**src/rtl/count_arbiter.sv**
```systemverilog
// count_arbiter: two-requester round-robin arbiter that grants one
// counting interval at a time. The winner's len is latched as the limit.
// The shared counter then runs 0..limit while the winner keeps its request.
// Reaching the limit ends the interval with a one-cycle done pulse.
// Dropping the request aborts the interval and gives no done pulse.
module count_arbiter #(
  parameter int WIDTH = 4
) (
  input  logic             clk,
  input  logic             reset,
  input  logic [1:0]       req,
  input  logic [WIDTH-1:0] len0,
  input  logic [WIDTH-1:0] len1,
  output logic [1:0]       gnt,
  output logic             busy,
  output logic [WIDTH-1:0] count,
  output logic [1:0]       done
);

  typedef enum logic {
    IDLE = 1'b0,
    RUN  = 1'b1
  } state_t;

  localparam logic [WIDTH-1:0] CNT_ONE = {{(WIDTH-1){1'b0}}, 1'b1};

  state_t           state_q;
  logic [1:0]       gnt_q;
  logic [1:0]       done_q;
  logic             busy_q;
  logic [WIDTH-1:0] count_q;
  logic [WIDTH-1:0] limit_q;
  logic             last_q;   // requester granted most recently
  logic             win_q;    // requester owning the current interval

  logic             grant_valid;
  logic             grant_idx;
  logic [WIDTH-1:0] grant_len;

  // Arbitration for the IDLE state; a tie goes to whoever did not win last.
  always_comb begin
    grant_valid = (req != 2'b00);
    grant_idx   = 1'b0;
    case (req)
      2'b01:   grant_idx = 1'b0;
      2'b10:   grant_idx = 1'b1;
      2'b11:   grant_idx = ~last_q;
      default: grant_idx = 1'b0;
    endcase
    grant_len = grant_idx ? len1 : len0;
  end

  // Single FSM register block. Every output is a flop.
  always_ff @(posedge clk or negedge reset) begin
    if (!reset) begin
      state_q <= IDLE;
      gnt_q   <= 2'b00;
      done_q  <= 2'b00;
      busy_q  <= 1'b0;
      count_q <= '0;
      limit_q <= '0;
      last_q  <= 1'b1;
      win_q   <= 1'b0;
    end else begin
      done_q <= 2'b00;
      case (state_q)
        IDLE: begin
          count_q <= '0;
          gnt_q   <= 2'b00;
          busy_q  <= 1'b0;
          if (grant_valid) begin
            state_q <= RUN;
            busy_q  <= 1'b1;
            gnt_q   <= grant_idx ? 2'b10 : 2'b01;
            limit_q <= grant_len;
            last_q  <= grant_idx;
            win_q   <= grant_idx;
          end
        end
        RUN: begin
          if (!req[win_q]) begin
            // Abort takes priority over completion, even at the limit.
            state_q <= IDLE;
            busy_q  <= 1'b0;
            gnt_q   <= 2'b00;
            count_q <= '0;
          end else if (count_q == limit_q) begin
            state_q <= IDLE;
            busy_q  <= 1'b0;
            gnt_q   <= 2'b00;
            count_q <= '0;
            done_q  <= win_q ? 2'b10 : 2'b01;
          end else begin
            count_q <= count_q + CNT_ONE;
          end
        end
        default: begin
          state_q <= IDLE;
          busy_q  <= 1'b0;
          gnt_q   <= 2'b00;
          count_q <= '0;
        end
      endcase
    end
  end

  assign gnt   = gnt_q;
  assign busy  = busy_q;
  assign count = count_q;
  assign done  = done_q;

endmodule

```
**config.mk**
```make
export PLATFORM = sky130hd
export DESIGN_NAME = count_arbiter
export DESIGN_NICKNAME = d
export VERILOG_FILES = /design/src/rtl/count_arbiter.sv
export SDC_FILE = /design/constraint.sdc
export NUM_CORES = 1
export LEC_CHECK = 0
export BUFFER_PORTS_ARGS = -buffer_cell sky130_fd_sc_hd__buf_2
export CORE_MARGIN = 2
export CORE_UTILIZATION = 52
export DETAILED_ROUTE_END_ITERATION = 10
export PLACE_DENSITY_LB_ADDON = 0.25
export SYNTH_ARGS = -nofsm -noshare
export SYNTH_HDL_FRONTEND = slang
export SYNTH_SLANG_ARGS = --single-unit
export TNS_END_PERCENT = 10
```
**constraint.sdc**
```tcl
create_clock -name clk -period 1.9 [get_ports clk]
set_input_delay 0.19 -clock clk [delete_from_list [all_inputs] [get_ports clk]]
set_output_delay 0.19 -clock clk [all_outputs]
set_load 0.01 [all_outputs]
```
**Word-level counts from Yosys, hierarchy flattened**

Cells that the tools add are included.

- Output and inout port bits: 9
- Logic and storage cells: 41
- Register bits after elaboration: 16
- Input port bits: 12

- Eq/ne operators: 4
- Reduce and logical (&&, ||, !) cells: 2
- Bitwise logic cells: 2
- Muxes and demuxes: 23
- Magnitude comparators: 1
- $add $sub $neg: 1

Operator list:

| operator | number |
|---|---|
| $mux 2 | 8 |
| $mux 4 | 3 |
| $pmux 4 s2 | 1 |
| $mux 1 | 7 |
| $pmux 1 s2 | 3 |
| $add 4x1->4 const B | 1 |
| $eq 2x2->1 const B | 2 |
| $eq 4x4->1 | 1 |
| $pmux 2 s2 | 1 |
| $ne 3x2->1 const B | 1 |
| $lt 1x2->1 const B | 1 |
| $not 1->1 | 2 |
| $reduce_and 2->1 | 1 |
| $reduce_bool 2->1 | 1 |

**Depth between registers and ports, before layout**

- Word-level depth: 5
- Mapped depth: 5
- Gate-level depth less buffers: 3

**Worst setup path after synthesis**

Ideal clock, no wire load.

- Path kind: reg2reg
- Start point: register count_q[1], in the netlist count[1]
- End point: register done_q[0], in the netlist done[0]
- Arrival time: 1.267 ns
- Path buffers: 0
- Clock period less this slack: 1.336 ns
- Setup time: 0.069 ns
- Slack: 0.564 ns
- Cell stages (with the launch flop): 4
- Path through: dfrtp_1 -> xor2_1 -> nor4_4 -> and4b_1

- Cells in the longest elaborated chain, start to end: 4

Ends and longest elaborated chain:

| what | RTL line | RTL |
|---|---|---|
| start, declared | 31 | `logic [WIDTH-1:0] count_q;` |
| start signal, assigned | 94 | `count_q <= count_q + CNT_ONE;` |
| $eq 4x4->1 | 87 | `end else if (count_q == limit_q) begin` |
| $mux 2 | 87 |  |
| $mux 2 | 81 | `if (!req[win_q]) begin` |
| $mux 2 | 66 | `case (state_q)` |
| end signal, assigned | 92 | `done_q <= win_q ? 2'b10 : 2'b01;` |
| end, declared | 29 | `logic [1:0] done_q;` |

No other way between the ends.
A chain may end at the register's enable or synchronous reset.

**Final worst setup path**

- Start point: register count_q[1], in the netlist count[1]
- End point: register busy_q, in the netlist busy

- Cells in the longest elaborated chain, start to end: 2

Ends and longest elaborated chain:

| what | RTL line | RTL |
|---|---|---|
| $eq 4x4->1 | 87 |  |
| $ne 3x2->1 (no source line) | -- |  |
| end signal, assigned | 84 | `busy_q <= 1'b0;` |
| end signal, assigned | 89 | `busy_q <= 1'b0;` |
| end signal, assigned | 99 | `busy_q <= 1'b0;` |
| end, declared | 30 | `logic busy_q;` |

No other way between the ends.

==> reports/metrics.yaml <==
cts_made_buffers: 3
synthAdderAreaFrac: 0.0173
drt_pass1_iterations: 3
seq_cell_area_um2: 402
die_height_um: 41.3
cap_viol_max_count: 0
final_cell_mix: "sky130_fd_sc_hd__buf_2, sky130_fd_sc_hd__dfrtp_1, sky130_fd_sc_hd__o21ai_0"
layout.cells.most_common: "sky130_fd_sc_hd__buf_2"
num_rows: 13
placedInstanceArea_um2: 827
synth_xor_xnor_area_share: 0.0728
timing.max_slew.rel_slack: 0.529
finalWirelength_um: 1360
port_buffers: 20
synthesized_net_count: 76
timing.hold.worst.class: "input port to flip-flop"
start_util: 0.555
nets: 99
grt_setup_unrepaired: "false"
tritoncts: "yes"
fmaxAchievable_mhz: 671
grt_first_pass_wirelength_um: 1980
postSynthRegisterBits: 16
worstPathArrival_ns: 1.62
clk-insertion-delay-late_ns: 0.29
finalHoldViolations: 0
tightest_slew_ns: 0.705
synth-compound-area-share: 0.104
multi_input_combinational_cell_area_um2: 303
wire_per_inst_um: 13.6
post_route_antenna_net_violation_count: 0
numClockSinks: 16
detailedPlacementHpwl_um: 989
yosys-mux-area-fraction: 0.0711
drc_errors: 0
outcome: "finished clean"
total_number_of_vias: 550
critPathLaunchType: "flip-flop"
avgSynthCellArea_um2: 11.5
largest_net_degree_at_the_start_of_global_routing: 17
final.setup.worst_slack_ns: 0.410
fillCellCount: 104
post-cts-setup-buffer-count: 0
worst-setup-path-type: "flip-flop to flip-flop"
setup_total_negative_slack_ns: 0
worst_setup_timing_slack_at_the_placement_stage_ns: 0.415
area_growth_syn_to_layout_pct: 21.0
power.density_nw_per_um2: 1400
gp_congestion: 0.723
synth-simple-area-share: 0.154
cellLeakagePower_nw: 0.454
synth_cell_type_count: 24
fin_util: 0.671
clock-root-buffer: "sky130_fd_sc_hd__clkbuf_4"
grt_overflow: 0
grt_util_overall: 0.189
report.final.slew_viol_count: 0
io_pins: 21
antennaDiodeCount: 0
antenna_found_initial: 0
floorplan.core_area_um2: 1300
ys.warnings.count: 0
max-vdd-ir-drop_v: 0.000817
finish.instance_area_um2: 873
die_width_um: 41.3
setup_viol_count_final: 0
worst_setup_path_end_kind: "flip-flop"
clk_path_buf_depth: 2
synth_top_family_by_area: "simple AND/OR/NAND/NOR gates"
largest_fanout_on_the_critical_path: 10
yosysSeqAreaShare: 0.556
critical_path_required_ns: 2.03
finClkSkew_ns: 0.00179
avgViaCountPerCell: 5.50
final.period_utilization: 0.784
clock_tree.htree_level_count: 1
syn_std_cell_area_um2: 722
dr.first_iter.drc_count: 2
cts.clk_slew.worst_paths_ns: 0.09
die_area_um2: 1700
timing.final.crit_period_ns: 1.49
post_route_cells_drive_above_1_share: 0.329
postSynthCellCount: 63
grt_pass1_vias: 460
## what timing repair did
action                                  in CTS  in global routing
endpoints found under the setup margin       0                  0
hold buffers                                 1                  0
hold endpoints to repair                    15                  0
resized for setup                            0                  0
## synthesized netlist by cell type
master,count,share of area
sky130_fd_sc_hd__dfrtp_1,15,0.52
sky130_fd_sc_hd__o21ai_0,8,0.055
sky130_fd_sc_hd__nand2_1,6,0.031
sky130_fd_sc_hd__xor2_1,5,0.061
sky130_fd_sc_hd__mux2i_1,4,0.055
sky130_fd_sc_hd__nand3_1,4,0.028
sky130_fd_sc_hd__nor3_1,3,0.021
sky130_fd_sc_hd__buf_2,2,0.014
sky130_fd_sc_hd__a21bo_2,1,0.014
sky130_fd_sc_hd__a21oi_1,1,0.0069
sky130_fd_sc_hd__a31oi_1,1,0.0087
sky130_fd_sc_hd__and4_1,1,0.012
sky130_fd_sc_hd__and4b_1,1,0.014
sky130_fd_sc_hd__clkbuf_1,1,0.0052
sky130_fd_sc_hd__dfstp_2,1,0.036
sky130_fd_sc_hd__ha_1,1,0.017
sky130_fd_sc_hd__inv_1,1,0.0052
sky130_fd_sc_hd__mux2_2,1,0.016
sky130_fd_sc_hd__nand2b_1,1,0.0087
sky130_fd_sc_hd__nor3b_1,1,0.010
sky130_fd_sc_hd__nor4_4,1,0.029
sky130_fd_sc_hd__o21bai_1,1,0.010
sky130_fd_sc_hd__o22ai_1,1,0.0087
sky130_fd_sc_hd__xnor2_1,1,0.012
## through the flow
| stage | instances | hold WS (ns) | power (W) |
|---|---|---|---|
| floorplan | 63 | -0.106 | 0.000874 |
| global placement | 95 | 0.119 | 0.000979 |
| detailed placement | 95 | 0.121 | 0.00100 |
| CTS | 100 | 0.0892 | 0.00123 |
| global route | 100 | 0.0956 | 0.00131 |
| finish | 100 | 0.0896 | 0.00122 |
## power by group
| part | internal (W) | switching, W | total (W) |
|---|---|---|---|
| combinational | 0.000177 | 0.000236 | 0.000413 |
| sequential | 0.000470 | 0.000111 | 0.000582 |
| clock | 0.000117 | 0.000113 | 0.000230 |
## per-layer routing
layer / up-vias / share of wire / track usage / routed length [um]
met5: - / 0 / 0 / 0
li1: 267 / - / - / -
met3: 3 / 0.043 / 0.0326 / 59
met4: 0 / 0.022 / 0.0968 / 30
met2: 15 / 0.47 / 0.285 / 644
met1: 265 / 0.46 / 0.258 / 623
## sequential cells by signal, indices dropped and copies added, names as in the netlist
| register | count |
|---|---|
| count | 4 |
| limit_q | 4 |
| win_q | 1 |
| last_q | 1 |
| state_q | 1 |
| busy | 1 |
| gnt | 2 |
| done | 2 |
## path summary, 6_finish.rpt
path / startpoint / to / slack (ns) / cells past startpoint
worst max-delay path: count[1] / busy / 0.41 / 3
worst min-delay path: req[0] / last_q / 0.09 / 2
worst max register to register: count[1] / busy / 0.41 / 3
worst min register to register: limit_q[1] / limit_q[1] / 0.52 / 2
max in group asynchronous: reset / last_q / 1.27 / 2
min in group asynchronous: reset / gnt[1] / 0.33 / 2
## logic make-up after synthesis
kind of cell | count (synthesis)
AO/OA/AOI/OAI | 13
adder cells (fa/ha/maj) | 1
AND/OR/NAND/NOR | 18
buffers and inverters | 4
multiplexers | 5
flip-flops | 16
XOR/XNOR | 6
## critical path, cell delays in order, from the launching register on
cell and delay (ns):
sky130_fd_sc_hd__dfrtp_1 0.43, sky130_fd_sc_hd__xor2_1 0.18, sky130_fd_sc_hd__nor4_4 0.52, sky130_fd_sc_hd__o21ai_0 0.20
## final cells by class
| cell class | instances | area share |
|---|---|---|
| inverter | 1 | 0.00430 |
| clock buffer | 4 | 0.0415 |
| multi-input combinational | 43 | 0.347 |
| tap | 15 | 0.0215 |
| timing repair buffer | 21 | 0.126 |
| sequential | 16 | 0.460 |
Note: power is estimated with default switching activity, not from simulation.
